--- src/rtl/rgb888_fifo_unpacker.sv ---
// Unpacks a 128-bit FWFT FIFO stream into registered RGB888 pixels (16 pixels per 3 words).
// Optional macro RGB888_UNPACK_BGR_SWAP_EN reverses the byte order of each output pixel.
module rgb888_fifo_unpacker #(
  parameter int LINE_PIXELS = 640
) (
  input  logic         system_clk,
  input  logic         rst_n,
  input  logic         i_sync_clr,
  input  logic         i_fifo_empty,
  input  logic [127:0] i_fifo_rddata,
  output logic         o_fifo_rden,
  output logic         o_pix_valid,
  output logic [23:0]  o_pix_data,
  output logic         o_pix_last,
  input  logic         i_pix_ready
);

  localparam logic [15:0] LAST_CNT = 16'(LINE_PIXELS - 1);

  typedef enum logic [1:0] {
    PH0 = 2'd0,
    PH1 = 2'd1,
    PH2 = 2'd2
  } phase_t;

  phase_t       phase;
  phase_t       phase_nxt;
  logic [2:0]   pix_idx;
  logic [2:0]   pix_idx_nxt;
  logic [15:0]  carry;
  logic [15:0]  carry_nxt;
  logic [15:0]  pix_cnt;
  logic [15:0]  cnt_inc;
  logic [15:0]  load_cnt;
  logic         accept;
  logic         load_en;
  logic         word_last;
  logic [23:0]  pix_stream;

  logic         vld_p0;
  logic [23:0]  pix_data_p0;
  logic         pix_last_p0;

  // Pixel in stream order {byte 3p+2, byte 3p+1, byte 3p}; carry holds
  // leftover bytes of the previous word, oldest byte in carry[7:0].
  function automatic logic [23:0] select_pixel(input phase_t ph, input logic [2:0] idx,
                                               input logic [127:0] w, input logic [15:0] c);
    logic [6:0] base;
    base = 7'd24 * {4'd0, idx};
    case (ph)
      PH0: return w[base +: 24];
      PH1: begin
        if (idx == 3'd0) return {w[15:0], c[7:0]};
        return w[(base - 7'd8) +: 24];
      end
      PH2: begin
        if (idx == 3'd0) return {w[7:0], c[15:0]};
        return w[(base - 7'd16) +: 24];
      end
      default: return w[23:0];
    endcase
  endfunction

  function automatic logic [23:0] order_pixel(input logic [23:0] p);
`ifdef RGB888_UNPACK_BGR_SWAP_EN
    return {p[7:0], p[15:8], p[23:16]};
`else
    return p;
`endif
  endfunction

  assign accept    = vld_p0 && i_pix_ready;
  assign load_en   = rst_n && !i_sync_clr && !i_fifo_empty && (!vld_p0 || i_pix_ready);
  assign word_last = (phase == PH2) ? (pix_idx == 3'd5) : (pix_idx == 3'd4);
  assign o_fifo_rden = load_en && word_last;

  assign pix_stream = select_pixel(phase, pix_idx, i_fifo_rddata, carry);

  // A pixel loaded while the current one is accepted carries the next count.
  assign cnt_inc  = (pix_cnt == LAST_CNT) ? 16'd0 : pix_cnt + 16'd1;
  assign load_cnt = accept ? cnt_inc : pix_cnt;

  always_comb begin
    phase_nxt   = phase;
    pix_idx_nxt = pix_idx;
    carry_nxt   = carry;
    if (load_en) begin
      if (word_last) begin
        pix_idx_nxt = 3'd0;
        case (phase)
          PH0: begin
            phase_nxt = PH1;
            carry_nxt = {8'h00, i_fifo_rddata[127:120]};
          end
          PH1: begin
            phase_nxt = PH2;
            carry_nxt = i_fifo_rddata[127:112];
          end
          default: begin
            phase_nxt = PH0;
            carry_nxt = 16'h0000;
          end
        endcase
      end else begin
        pix_idx_nxt = pix_idx + 3'd1;
      end
    end
  end

  always_ff @(posedge system_clk or negedge rst_n) begin
    if (!rst_n) begin
      phase <= PH0;
    end else if (i_sync_clr) begin
      phase <= PH0;
    end else begin
      phase <= phase_nxt;
    end
  end

  always_ff @(posedge system_clk or negedge rst_n) begin
    if (!rst_n) begin
      pix_idx <= 3'd0;
      carry   <= 16'h0000;
      pix_cnt <= 16'd0;
    end else if (i_sync_clr) begin
      pix_idx <= 3'd0;
      carry   <= 16'h0000;
      pix_cnt <= 16'd0;
    end else begin
      pix_idx <= pix_idx_nxt;
      carry   <= carry_nxt;
      if (accept) begin
        pix_cnt <= cnt_inc;
      end
    end
  end

  // Output stage p0
  always_ff @(posedge system_clk or negedge rst_n) begin
    if (!rst_n) begin
      vld_p0      <= 1'b0;
      pix_data_p0 <= 24'h000000;
      pix_last_p0 <= 1'b0;
    end else if (i_sync_clr) begin
      vld_p0      <= 1'b0;
      pix_last_p0 <= 1'b0;
    end else if (load_en) begin
      vld_p0      <= 1'b1;
      pix_data_p0 <= order_pixel(pix_stream);
      pix_last_p0 <= (load_cnt == LAST_CNT);
    end else if (accept) begin
      vld_p0      <= 1'b0;
      pix_last_p0 <= 1'b0;
    end
  end

  assign o_pix_valid = vld_p0;
  assign o_pix_data  = pix_data_p0;
  assign o_pix_last  = pix_last_p0;

endmodule

--- config.mk ---
export PLATFORM = sky130hd
export DESIGN_NAME = rgb888_fifo_unpacker
export DESIGN_NICKNAME = d
export VERILOG_FILES = /design/src/rtl/rgb888_fifo_unpacker.sv
export SDC_FILE = /design/constraint.sdc
export NUM_CORES = 1
export LEC_CHECK = 0
export ABC_AREA = 1
export BUFFER_PORTS_ARGS = -buffer_cell sky130_fd_sc_hd__buf_4
export CAP_MARGIN = 20
export CORE_UTILIZATION = 61
export DETAILED_ROUTE_END_ITERATION = 7
export GPL_TIMING_DRIVEN = 0
export PLACE_DENSITY = 0.84
export SYNTH_ARGS = -nofsm -noshare
export SYNTH_HDL_FRONTEND = slang
export SYNTH_SLANG_ARGS = --single-unit
--- constraint.sdc ---
create_clock -name system_clk -period 3.7 [get_ports system_clk]
set_input_delay 0.185 -clock system_clk [delete_from_list [all_inputs] [get_ports system_clk]]
set_output_delay 0.185 -clock system_clk [all_outputs]
set_load 0.005 [all_outputs]
==> summary.txt, run 1 <==
GRT
  – Largest net degree at the start of global routing: 66
  – Global-route wire length before repair: about 110 mm
  – Number of global-route vias before repair: 18373
  – Gr ovfl total: 44
  – Aggregate global-route resource usage: 72.0%

Synth
  – Flop and latch count out of synthesis: 63
  – Synth unique cells: 33
  – Sequential-to-total area share from yosys stat: 13.7%
  – Summed instance area of the synthesized netlist: around 0.012 mm2
  – Yosys warning total: 0
  – Net Count, Synth: between 2000 and 3000
  – Count of mapped cells out of synthesis: approximately 2400
  – Synthesized area divided by synthesized cell count: about 4.8 um2

Clock tree
  – Cts bufs inserted: 9
  – CTS root buffer: sky130_fd_sc_hd__clkbuf_16
  – Post CTS Setup Buffer Count: 0
  – Max H-tree Level: 3
  – Maximum buffer depth of the clock tree: 2
  – CTS sink cnt: 63

Placed design
  – DPL Wire Length: approximately 47 mm
  – DP Cell Count: 2778
  – Input/output buffers: roughly 160
  – Placer congestion estimate: around 1.4

Die
  – Vertical extent of the die: ~140 um
  – Number of placed I/O pins: 160
  – Horiz. Die Dim: 140 um
  – Number of rows in the core area: 49
  – Initial core utilization: 63.2%

Status
  – Stage reached: global routing
  – Error that ended the run: [ERROR GRT-0116] Global routing finished with congestion. Check the congestion regions in the DRC Viewer.
  – Outcome: did not finish
==> routing by layer <==
metal	overflow	global-route usage [%]
met1	0	75.5
met2	22	86.1
met3	0	59.8
met4	22	64.8
met5	0	18.5
==> synth_stat cells (all sizes together) <==
cell       n  area share (%)
inv      230             7.5
nor3b      1           0.065
nand4      2            0.11
o21bai     1           0.065
nand3b     1           0.065
buf      104             4.4
xnor2      1           0.076
o211ai     4            0.26
o221ai     4            0.30
nand3    503              22
nand2   1044              34
and3       1           0.054
clkbuf    48             1.6
and2      12            0.65
nor3       7            0.30
ha         5            0.54
o21ai     94             4.1
nor2     167             5.5
a21oi     77             3.3
fa         1            0.17
dfrtp     63              14
or2        7            0.38
o21a       3            0.20
a32oi      4            0.30
xor2       7            0.53
==> cells by family after synthesis <==
group | Yosys count | synth area share (%)
xor gates and xnor gates | 8 | 0.607
AOI/OAI and AO/OA | 187 | 8.58
DFF | 63 | 13.7
and+or+nand+nor | 1745 | 63.0
adders and majority gates | 6 | 0.716
buffers and inverters | 382 | 13.5
==> through the flow <==
step / utilization [%] / cell area (um2) / setup WS [ns] / TNS [ns]
4_1_cts: 72.8 / 13300 / 0.0126 / 0
3_5_place_dp: 71.2 / 13000 / -1.14 / -19.11
3_3_place_gp: 71.2 / 13000 / -1.11 / -19.05
2_1_floorplan: - / 11500 / 0.451 / 0
==> repair_timing <==
| action | in CTS |
|---|---|
| hold endpoints to repair | 63 |
| pin swaps | 0 |
| gates resized for setup | 13 |
| endpoints found under the setup margin | 24 |
| hold buffers | 1 |
==> run 2, diff against run 1 <==
- CORE_UTILIZATION: 61 -> 40
- PLACE_DENSITY: 0.84 -> unset
- PLACE_DENSITY_LB_ADDON: unset -> 0.15
==> run 2 against run 1 <==
The flow now finishes, with violations (setup timing); area after synthesis did not move; synthesized cell count unchanged.
==> summary.txt, run 2 <==
Layout
  – Commonest non-fill, non-tap cell in the layout: sky130_fd_sc_hd__nand2_1
  – Fraction of final layout cells with drive strength greater than 1: a little under an eighth
  – Seq. cell area: 0.00158 mm2
  – Layout area overhead: 18.8%
  – Net count reported at finish: about 2700
  – Layout filler cell count: 3258
  – Most used cells in the layout excluding fill and tap cells: sky130_fd_sc_hd__nand2_1 (1041), sky130_fd_sc_hd__nand3_1 (495), sky130_fd_sc_hd__inv_1 (225), sky130_fd_sc_hd__buf_4 (176), sky130_fd_sc_hd__nor2_1 (164)
  – Max FFs per register: 24
  – Footprint of the multi-input gates: around 0.0085 mm2

Synth
  – Synthesized area divided by synthesized cell count: 4.83 um2 (unchanged)
  – Count of mapped cells out of synthesis: 2391 (unchanged)
  – Net Count, Synth: 2530 (unchanged)
  – Top FF cell, synth: sky130_fd_sc_hd__dfrtp_1
  – Number of enable-type register cells in the synthesized netlist: 0 (unchanged)
  – Top cells by count, synth: sky130_fd_sc_hd__nand2_1 (1041), sky130_fd_sc_hd__nand3_1 (503), sky130_fd_sc_hd__inv_1 (226), sky130_fd_sc_hd__nor2_1 (166), sky130_fd_sc_hd__o21ai_0 (93)
  – Yosys warning total: 0 (unchanged)
  – Yosys top cell area share: 33.9% (unchanged)
  – Dominant cells by area after synthesis: sky130_fd_sc_hd__nand2_1 (34%), sky130_fd_sc_hd__nand3_1 (22%), sky130_fd_sc_hd__dfrtp_1 (14%)
  – Flop and latch count out of synthesis: 63 (unchanged)
  – Post-synthesis async set-or-reset flop share: 100% (unchanged)
  – Synth unique cells: 33 (unchanged)
  – Sequential-to-total area share from yosys stat: 13.7% (unchanged)
  – Summed instance area of the synthesized netlist: 0.0115 mm2 (unchanged)
  – Most common cell in the netlist: sky130_fd_sc_hd__nand2_1
  – Largest area contributor in the synthesized netlist: sky130_fd_sc_hd__nand2_1

Job
  – Number of max-cap violations: 0

Clock tree
  – Clock slew at the register clock pins of the worst setup and hold paths: approximately 0.06 ns
  – Maximum buffer depth of the clock tree: 2 (unchanged)
  – CTS tree: built
  – Skew-Pair Late Insertion Delay: between 0.3 and 0.4 ns
  – Cts bufs inserted: 9 (unchanged)
  – CTS root buffer: sky130_fd_sc_hd__clkbuf_16
  – Max H-tree Level: 3 (unchanged)
  – CTS sink cnt: 63 (unchanged)

Die
  – Vertical extent of the die: 172 um (+23%)
  – Total die area: ~0.03 mm2
  – Horiz. Die Dim: 172 um (+23%)
  – Number of rows in the core area: 61 (+24%)
  – Core Region: 0.0281 mm2
  – Number of placed I/O pins: 160 (unchanged)
  – Initial core utilization: 41.1% (-22 points)

Timing
  – Count of endpoints failing setup in the final report: 2
  – Count of endpoints failing hold in the final timing report: 0
  – Crit share post-route: 100%
  – Upper clock frequency limit: around 0.27 GHz
  – Worst-case headroom to the max-slew limit: between 20% and 30%
  – Number of pins exceeding their max-slew limit in the final report: 0
  – Worst Max-Slew Pin Slew: roughly 1.2 ns
  – Clk_skew: 0.0109 ns
  – Final critical-path required period: approximately 3.7 ns
  – Worst-case setup margin in the final layout: -0.0147 ns

Placed design
  – DP Worst Slack: -1.36 ns (-0.216 ns)
  – Placer congestion estimate: 1.15 (-15%)
  – Input/output buffers: 158 (unchanged)
  – DPL Wire Length: 58.1 mm (+24%)

Setup path
  – Worst flop-to-flop path startpoint: pix_idx[0]
  – Data required, critical path: between 3 and 4 ns
  – Critical Path AT: 3.94 ns
  – Critical path class: register to register
  – Worst setup SP type: register
  – Number of cells on the worst reg-to-reg path: 12
  – CP Max Fanout: 10
  – CP Capture Type: register
  – Flop2flop setup slack: -0.01 ns
  – Reg2reg end: o_pix_data[2]

Min path
  – WHS Endpoint: o_pix_valid
  – Startpoint of the tightest hold check path: i_fifo_empty
  – Hold Path Depth: 4
  – Path type of the worst min-delay path: input pin to register

Power
  – Total power consumption of the routed design: 4.39 mW
  – Worst IR Drop VDD: 0.194 mV
  – Leakage power of the design: 7.97 nW
  – Ratio of total power to cell area: roughly 320 mW/mm2

GRT
  – Number of global-route vias before repair: approximately 17000
  – Global-route wire length before repair: ~110 mm
  – Number of antenna violations at the first check in global routing: 2
  – Gr ovfl total: 0
  – Aggregate global-route resource usage: about 51%
  – Largest net degree at the start of global routing: 66

Routing
  – Sum of routed wire length over all layers: between 70 and 80 mm
  – Drc violations: 0
  – Wire length per cell after detailed routing: ~26 um
  – Initial DRC count: 3143
  – Via Count: roughly 18000
  – Antenna-violating nets left: 0
  – Pre-antenna DRT Iters: 7
  – Routed vias/inst: about 6.2

Status
  – Outcome: complete, but fails checks
  – Failing checks: setup timing
[run 2: cell counts after synthesis]
No cell type changed its count.
[run 2: critical path, stage by stage, from the launching register on]
cell and delay [ns]:
sky130_fd_sc_hd__dfrtp_1 0.41, sky130_fd_sc_hd__inv_2 0.09, sky130_fd_sc_hd__buf_4 0.18, sky130_fd_sc_hd__buf_8 0.16, sky130_fd_sc_hd__ha_1 0.20, sky130_fd_sc_hd__nand2_1 0.24, sky130_fd_sc_hd__clkbuf_1 0.55, sky130_fd_sc_hd__buf_1 0.92
sky130_fd_sc_hd__nand3_1 0.47, sky130_fd_sc_hd__nand2_1 0.17, sky130_fd_sc_hd__nand3_1 0.08, sky130_fd_sc_hd__nand2_1 0.06, sky130_fd_sc_hd__nand2_1 0.05
[run 2: worst max-delay path by stage]
stage	from	to	slack, ns
4_1_cts	pix_idx[0]	o_pix_data[23]	0.003
2_1_floorplan	pix_idx[0]	o_pix_data[12]	0.45
5_1_grt	pix_idx[0]	o_pix_data[19]	-0.01
6_report	pix_idx[0]	o_pix_data[2]	-0.01
3_5_place_dp	pix_idx[0]	o_pix_data[14]	-1.36
3_3_place_gp	pix_idx[0]	o_pix_data[9]	-1.39
[run 2: what timing repair did]
item,in CTS,in global routing
hold buffers,1,0
setup buffers,0,7
resized for setup,28,29
endpoints found under the setup margin,24,24
endpoints found under the hold margin,43,0
pin swaps,0,2
[run 2: layout make-up]
type	count	area share [%]
clock buffers	10	1.74
flip-flops and latches	63	11.5
diodes	2	0.0365
clock inverters	6	0.329
multi-input cells	1946	62.0
plain buffers	151	5.57
inverters	230	6.32
well taps	378	3.45
repair buffers	166	9.11
[run 2: per-layer routing]
metal,track usage (%),vias to the layer above,wire length (um)
met5,0,-,24
met4,44.2,4,7830
met3,14.7,469,11000
met2,74.2,1626,30500
met1,60.9,8160,26200
li1,-,7941,-
[run 2: per-stage QoR]
stage / cell area [um2] / hold slack, ns / utilization, % / setup TNS, ns / std cells
after global routing: 13700 / 0.143 / 48.8 / -0.0116 / 2950
final: 13700 / 0.107 / 48.8 / -0.0235 / 2952
after global placement: 13200 / 0.312 / 47.0 / -24.11 / 2927
after CTS: 13600 / 0.108 / 48.3 / 0 / 2944
after floorplan: 11500 / -0.111 / - / 0 / 2391
after detailed placement: 13200 / 0.323 / 47.0 / -23.83 / 2927
[run 2: report_power, final]
group          total (mW)  leakage [nW]  internal [mW]  switching [mW]
clock network       0.803         0.136          0.474           0.329
registers           0.797         0.838          0.758          0.0392
logic                2.79          7.00          0.823            1.96
[run 2: cells by family after synthesis]
kind of cell | after synthesis | synth area share (%)
AND/OR/NAND/NOR | 1745 | 63.0
XOR/XNOR | 8 | 0.607
adder cells (fa/ha/maj) | 6 | 0.716
buffers and inverters | 382 | 13.5
flip-flops | 63 | 13.7
AO/OA/AOI/OAI | 187 | 8.58
(Power assumes the default switching activity.)
